### src/rtl/param_register.sv
// -----------------------------------------------------------------------------
// param_register
// Parameterised accumulator-style register with an E (extend/carry) flag.
// Each cycle it executes one data operation. The fixed priority is
// ld > clr > inc > dec > shr > shl > cmp. An E-flag operation
// (e_clr > e_cmp) can accompany ld, clr or cmp.
//
// Parameters
//   WIDTH     register width in bits (legal range 2..64)
//   RESET_VAL value loaded on reset, truncated to WIDTH bits
//   SATURATE  0 = wrap-around inc/dec, 1 = saturating inc/dec
//
// Ports
//   clk       sole clock, rising edge
//   reset     asynchronous, active-high reset
//   data_in   parallel load value
//   ld, clr, inc, dec, shr, shl, cmp   data-operation strobes (level)
//   e_clr, e_cmp                       E-flag operation strobes (level)
//   data_out  register contents (flop output)
//   e_out     E flag (flop output)
//   zero      combinational decode: data_out == 0
// -----------------------------------------------------------------------------
module param_register #(
    parameter int unsigned WIDTH     = 16,
    parameter logic [63:0] RESET_VAL = 64'd0,
    parameter bit          SATURATE  = 1'b0
) (
    input  logic             clk,
    input  logic             reset,
    input  logic [WIDTH-1:0] data_in,
    input  logic             ld,
    input  logic             clr,
    input  logic             inc,
    input  logic             dec,
    input  logic             shr,
    input  logic             shl,
    input  logic             cmp,
    input  logic             e_clr,
    input  logic             e_cmp,
    output logic [WIDTH-1:0] data_out,
    output logic             e_out,
    output logic             zero
);

    localparam logic [WIDTH-1:0] L_RESET = WIDTH'(RESET_VAL);
    localparam logic [WIDTH-1:0] L_ONES  = '1;
    localparam logic [WIDTH-1:0] L_ONE   = WIDTH'(1);

    logic [WIDTH-1:0] r_data;
    logic             r_e;

    logic [WIDTH-1:0] w_data_nxt;
    logic             w_e_nxt;
    logic             w_e_ops_en;
    logic [WIDTH:0]   w_inc_sum;
    logic [WIDTH-1:0] w_dec_diff;
    logic             w_at_max;
    logic             w_at_min;

    // Arithmetic datapath: the carry of the WIDTH+1 bit sum is the inc E value
    assign w_inc_sum  = {1'b0, r_data} + (WIDTH+1)'(1);
    assign w_dec_diff = r_data - L_ONE;
    assign w_at_max   = (r_data == L_ONES);
    assign w_at_min   = (r_data == '0);

    // Next-state selection: a priority chain so only one data operation wins
    always_comb begin
        w_data_nxt = r_data;
        w_e_nxt    = r_e;
        w_e_ops_en = 1'b1;

        if (ld) begin
            w_data_nxt = data_in;
        end else if (clr) begin
            w_data_nxt = '0;
        end else if (inc) begin
            w_e_ops_en = 1'b0;
            if (SATURATE && w_at_max) begin
                w_data_nxt = r_data;
                w_e_nxt    = 1'b1;
            end else begin
                w_data_nxt = w_inc_sum[WIDTH-1:0];
                w_e_nxt    = w_inc_sum[WIDTH];
            end
        end else if (dec) begin
            w_e_ops_en = 1'b0;
            // Borrow only when decrementing from zero
            w_e_nxt    = w_at_min;
            if (SATURATE && w_at_min) begin
                w_data_nxt = r_data;
            end else begin
                w_data_nxt = w_dec_diff;
            end
        end else if (shr) begin
            w_e_ops_en = 1'b0;
            w_data_nxt = {r_e, r_data[WIDTH-1:1]};
            w_e_nxt    = r_data[0];
        end else if (shl) begin
            w_e_ops_en = 1'b0;
            w_data_nxt = {r_data[WIDTH-2:0], r_e};
            w_e_nxt    = r_data[WIDTH-1];
        end else if (cmp) begin
            w_data_nxt = ~r_data;
        end

        // E-flag operations only when the data op leaves E alone
        if (w_e_ops_en) begin
            if (e_clr) begin
                w_e_nxt = 1'b0;
            end else if (e_cmp) begin
                w_e_nxt = ~r_e;
            end
        end
    end

    // State registers with asynchronous reset
    always_ff @(posedge clk or posedge reset) begin
        if (reset) begin
            r_data <= L_RESET;
            r_e    <= 1'b0;
        end else begin
            r_data <= w_data_nxt;
            r_e    <= w_e_nxt;
        end
    end

    assign data_out = r_data;
    assign e_out    = r_e;
    assign zero     = (r_data == '0);

endmodule
### config.mk
export PLATFORM = sky130hd
export DESIGN_NAME = param_register
export DESIGN_NICKNAME = d
export VERILOG_FILES = /design/src/rtl/param_register.sv
export SDC_FILE = /design/constraint.sdc
export NUM_CORES = 1
export LEC_CHECK = 0
export CORE_UTILIZATION = 45
export CTS_BUF_LIST = sky130_fd_sc_hd__clkbuf_16
export CTS_CLUSTER_SIZE = 20
export DETAILED_ROUTE_END_ITERATION = 6
export PLACE_DENSITY = 0.68
export SLEW_MARGIN = 40
export SYNTH_ARGS = -nofsm -noshare
export SYNTH_HDL_FRONTEND = slang
export SYNTH_SLANG_ARGS = --single-unit
### constraint.sdc
create_clock -name clk -period 2.8 [get_ports clk]
set_input_delay 0.84 -clock clk [delete_from_list [all_inputs] [get_ports clk]]
set_output_delay 0.84 -clock clk [all_outputs]
set_load 0.1 [all_outputs]
==> out/results.tsv <==
stage	metric	value	unit
floorplan	die_w	72.3	um
worst_hold_path	hold_path_depth	1	
clock_tree	holdBufCountCts	0	
power	vdd_drop_max	0.210	mV
power	p_sw	0.000550	W
synthesis	synth_warnings	0	
floorplan	start_util	46.8	%
job	max_cap_violations	0	
synthesis	synth_edf_count	0	
drt	wl	7660	um
synthesis	synth_ff_type	dfrtp_1	
global_routing	track_usage	31.3	%
final_layout	antenna_cells	0	
clock_tree	insertion_delay	0.25	ns
sta	setup_viol	0	
critical_path	reg2reg_slack	0.63	ns
critical_path	cp.arrival	1.83	ns
clock_tree	clk_pin_slew	0.06	ns
floorplan	die_area	5230	um^2
power	p_int	0.000675	W
outcome	status	complete, but fails checks	
drt	drt_iter0_markers	302	
clock_tree	cts_tree	yes	
clock_tree	cts.sinks	17	
worst_hold_path	hp-start	data_out[10]	
synthesis	synth_cells	311	
power	leakagePower	1.15	nW
global_routing	grt_pass1_vias	2455	
worst_hold_path	min_to	data_out[10]	
clock_tree	cts.path.max_buffers	2	
floorplan	core_area	4750	um^2
synthesis	synth.ff_latch_count	17	
sta	worst_slew_margin_rel	66.9	%
sta	fin_crit_sh	95.2	%
power	power_frac_seq	24.1	%
global_routing	grt_pass1_wl	12500	um
critical_path	cp_max_fo	10	
sta	rsz0062_at_grt	no	
power	pwr-share-clk	24.6	%
place	gp_congestion	0.883	
sta	fin_setup_tns	0	ns
drt	via_per_inst	6.27	
power	combPwrFrac	51.2	%
drt	routedWlPerCell	18.1	um
global_routing	grt_max_degree	32	
final_layout	layout-drive-gt1-share	20.8	%
power	p_per_area	421	nW/um^2
floorplan	io_pins	45	
sta	fmax	0.375	GHz
drt	drt-pass1-iter-count	7	
final_layout	multi_input_area	1600	um^2
final_layout	n_fill_cell	471	
critical_path	start_kind	flip-flop	
synthesis	synth_fp_nets	340	
outcome	violations	DRC	
clock_tree	cts_made_buffers	3	
critical_path	r2r_cells	8	
critical_path	slowest_delay	0.48	ns
floorplan	num_rows	25	
final_layout	nets	386	
synthesis	async_reset_ff_share	100	%
sta	timing.hold.ws	0.677	ns
critical_path	cp-end-kind	output port	
critical_path	crit_chain	nor4_2 -> and4bb_4 -> and2_4 -> buf_12	
clock_tree	cts-root-buf	clkbuf_16	
power	switching_share	44.9	%
final_layout	seqCellArea	432	um^2
global_routing	antenna_found_initial	0	
critical_path	cp_slowest_cell	dfrtp_2	
place	port_buffers	44	
drt	postRouteAntennaNets	0	
worst_hold_path	hp-class	flip-flop to flip-flop	
sta	clock_skew	0.00194	ns
critical_path	r2r-start	data_out[0]	
sta	tightest_slew	0.493	ns
critical_path	critPathKind	flip-flop to output port	
sta	hold_viol_final	0	
sta	drv_slew	0	
synthesis	avgSynthCellArea	7.15	um^2
synthesis	ys_seq_area_share	19.1	%
clock_tree	htree_levels	1	
final_layout	area_growth	30.9	%
synthesis	synthDistinctLibCells	63	
drt	drc	2	
drt	vias	2651	
global_routing	grt.overflow.total	0	
place	dpl.hpwl	5510	um
critical_path	required	1.96	ns
critical_path	reg2reg_to	e_out	
sta	period_needed	2.67	ns
synthesis	syn_area	2220	um^2
floorplan	die_h	72.3	um
==> what timing repair did <==
action | 4_1_cts | 5_1_grt
resized for setup | 0 | 0
endpoints found under the setup margin | 0 | 1
setup buffers | 0 | 2
==> final cells by class <==
cell class	instances	area share [%]
Clock buffer	3	2.58
Clock inverter	1	0.129
Inverter	11	1.42
Multi-Input combinational cell	246	55.0
Sequential cell	17	14.8
Tap cell	67	2.88
Timing Repair Buffer	78	23.2
==> placed cells by master (no fill, tap or decap), drive strengths merged, types with 11 or more instances in the layout <==
cell type	n
nand4	11
clkdlybuf4s50	26
a21oi	14
dfrtp	17
nor2	20
nand3	11
nor2b	15
inv	12
buf	52
nand2	32
nor3	12
o21ai	19
xnor2	11
==> stage by stage <==
step                      area, um^2  instances  setup WS [ns]  total power [W]  utilization (%)
final                           2910        423          0.133          0.00123             61.2
after floorplan                 2230        311         0.0352         0.000735                -
after global routing            2910        423         0.0837          0.00129             61.2
after detailed placement        2820        417          0.133         0.000915             59.3
after CTS                       2900        421         0.0418          0.00122             60.9
after global placement          2820        417          0.170         0.000907             59.3
==> synth_stat cells (3+ instances only) <==
cell type | instances | area share (%)
a211o_1 | 4 | 1.6
a211oi_1 | 6 | 2.0
a21oi_1 | 14 | 3.1
a221o_1 | 5 | 2.2
a221oi_1 | 5 | 2.0
a22oi_1 | 6 | 2.0
and2_1 | 3 | 0.84
and3_1 | 3 | 0.84
buf_2 | 8 | 1.8
clkbuf_1 | 25 | 4.2
dfrtp_1 | 17 | 19
inv_1 | 11 | 1.9
mux2i_1 | 3 | 1.3
nand2_1 | 32 | 5.4
nand2b_1 | 7 | 2.0
nand3_1 | 10 | 2.2
nand4_1 | 10 | 2.8
nor2_1 | 20 | 3.4
nor2b_1 | 15 | 4.2
nor3_1 | 11 | 2.5
nor3b_1 | 3 | 1.0
nor4_1 | 3 | 0.84
o211ai_1 | 3 | 1.0
o21ai_0 | 15 | 3.4
o21ai_1 | 4 | 0.90
o31ai_1 | 4 | 1.3
or2_2 | 3 | 0.84
xnor2_1 | 11 | 4.3
xor2_1 | 6 | 2.4
==> how the worst max path moves through the flow <==
| stage | startpoint | end | depth (start not counted) |
|---|---|---|---|
| floorplan | data_out[12] | zero | 4 |
| global placement | dec | data_out[3] | 7 |
| detailed placement | inc | e_out | 7 |
| CTS | data_out[2] | zero | 4 |
| global route | data_out[10] | zero | 4 |
| finish | data_out[10] | zero | 4 |
==> state kept, by name, summed over array words and instances, names as in the netlist <==
signal / count
data_out: 16
e_out: 1
==> routing by layer <==
layer | wire length, um | GRT usage, %
met3 | 577 | 4.44
met2 | 3460 | 47.9
met4 | 258 | 13.9
met1 | 3360 | 43.7
met5 | 0 | 0
==> logic make-up after synthesis <==
kind of cell	count (synthesis)	synth area share, %
AND/OR/NAND/NOR	134	33.5
AO/OA/AOI/OAI	90	29.1
buffers and inverters	48	9.06
XOR/XNOR	17	6.69
flip-flops	17	19.1
multiplexers	3	1.35
adder cells (fa/ha/maj)	2	1.12
==> worst max-delay path, delay by kind of cell (launching register included) <==
kind | cells | cell delay, ns
and+or+nand+nor | 3 | 0.92
DFF | 1 | 0.48
buffers and inverters | 1 | 0.16
==> power by group through the flow <==
stage               combinational (W)  sequential (W)  clock [W]
floorplan                    0.000272        0.000463          0
global placement             0.000609        0.000298          0
detailed placement           0.000615        0.000300          0
CTS                          0.000617        0.000295   0.000303
global route                 0.000669        0.000299   0.000318
finish                       0.000628        0.000296   0.000302
No activity file was read; power rests on OpenSTA's default activity.
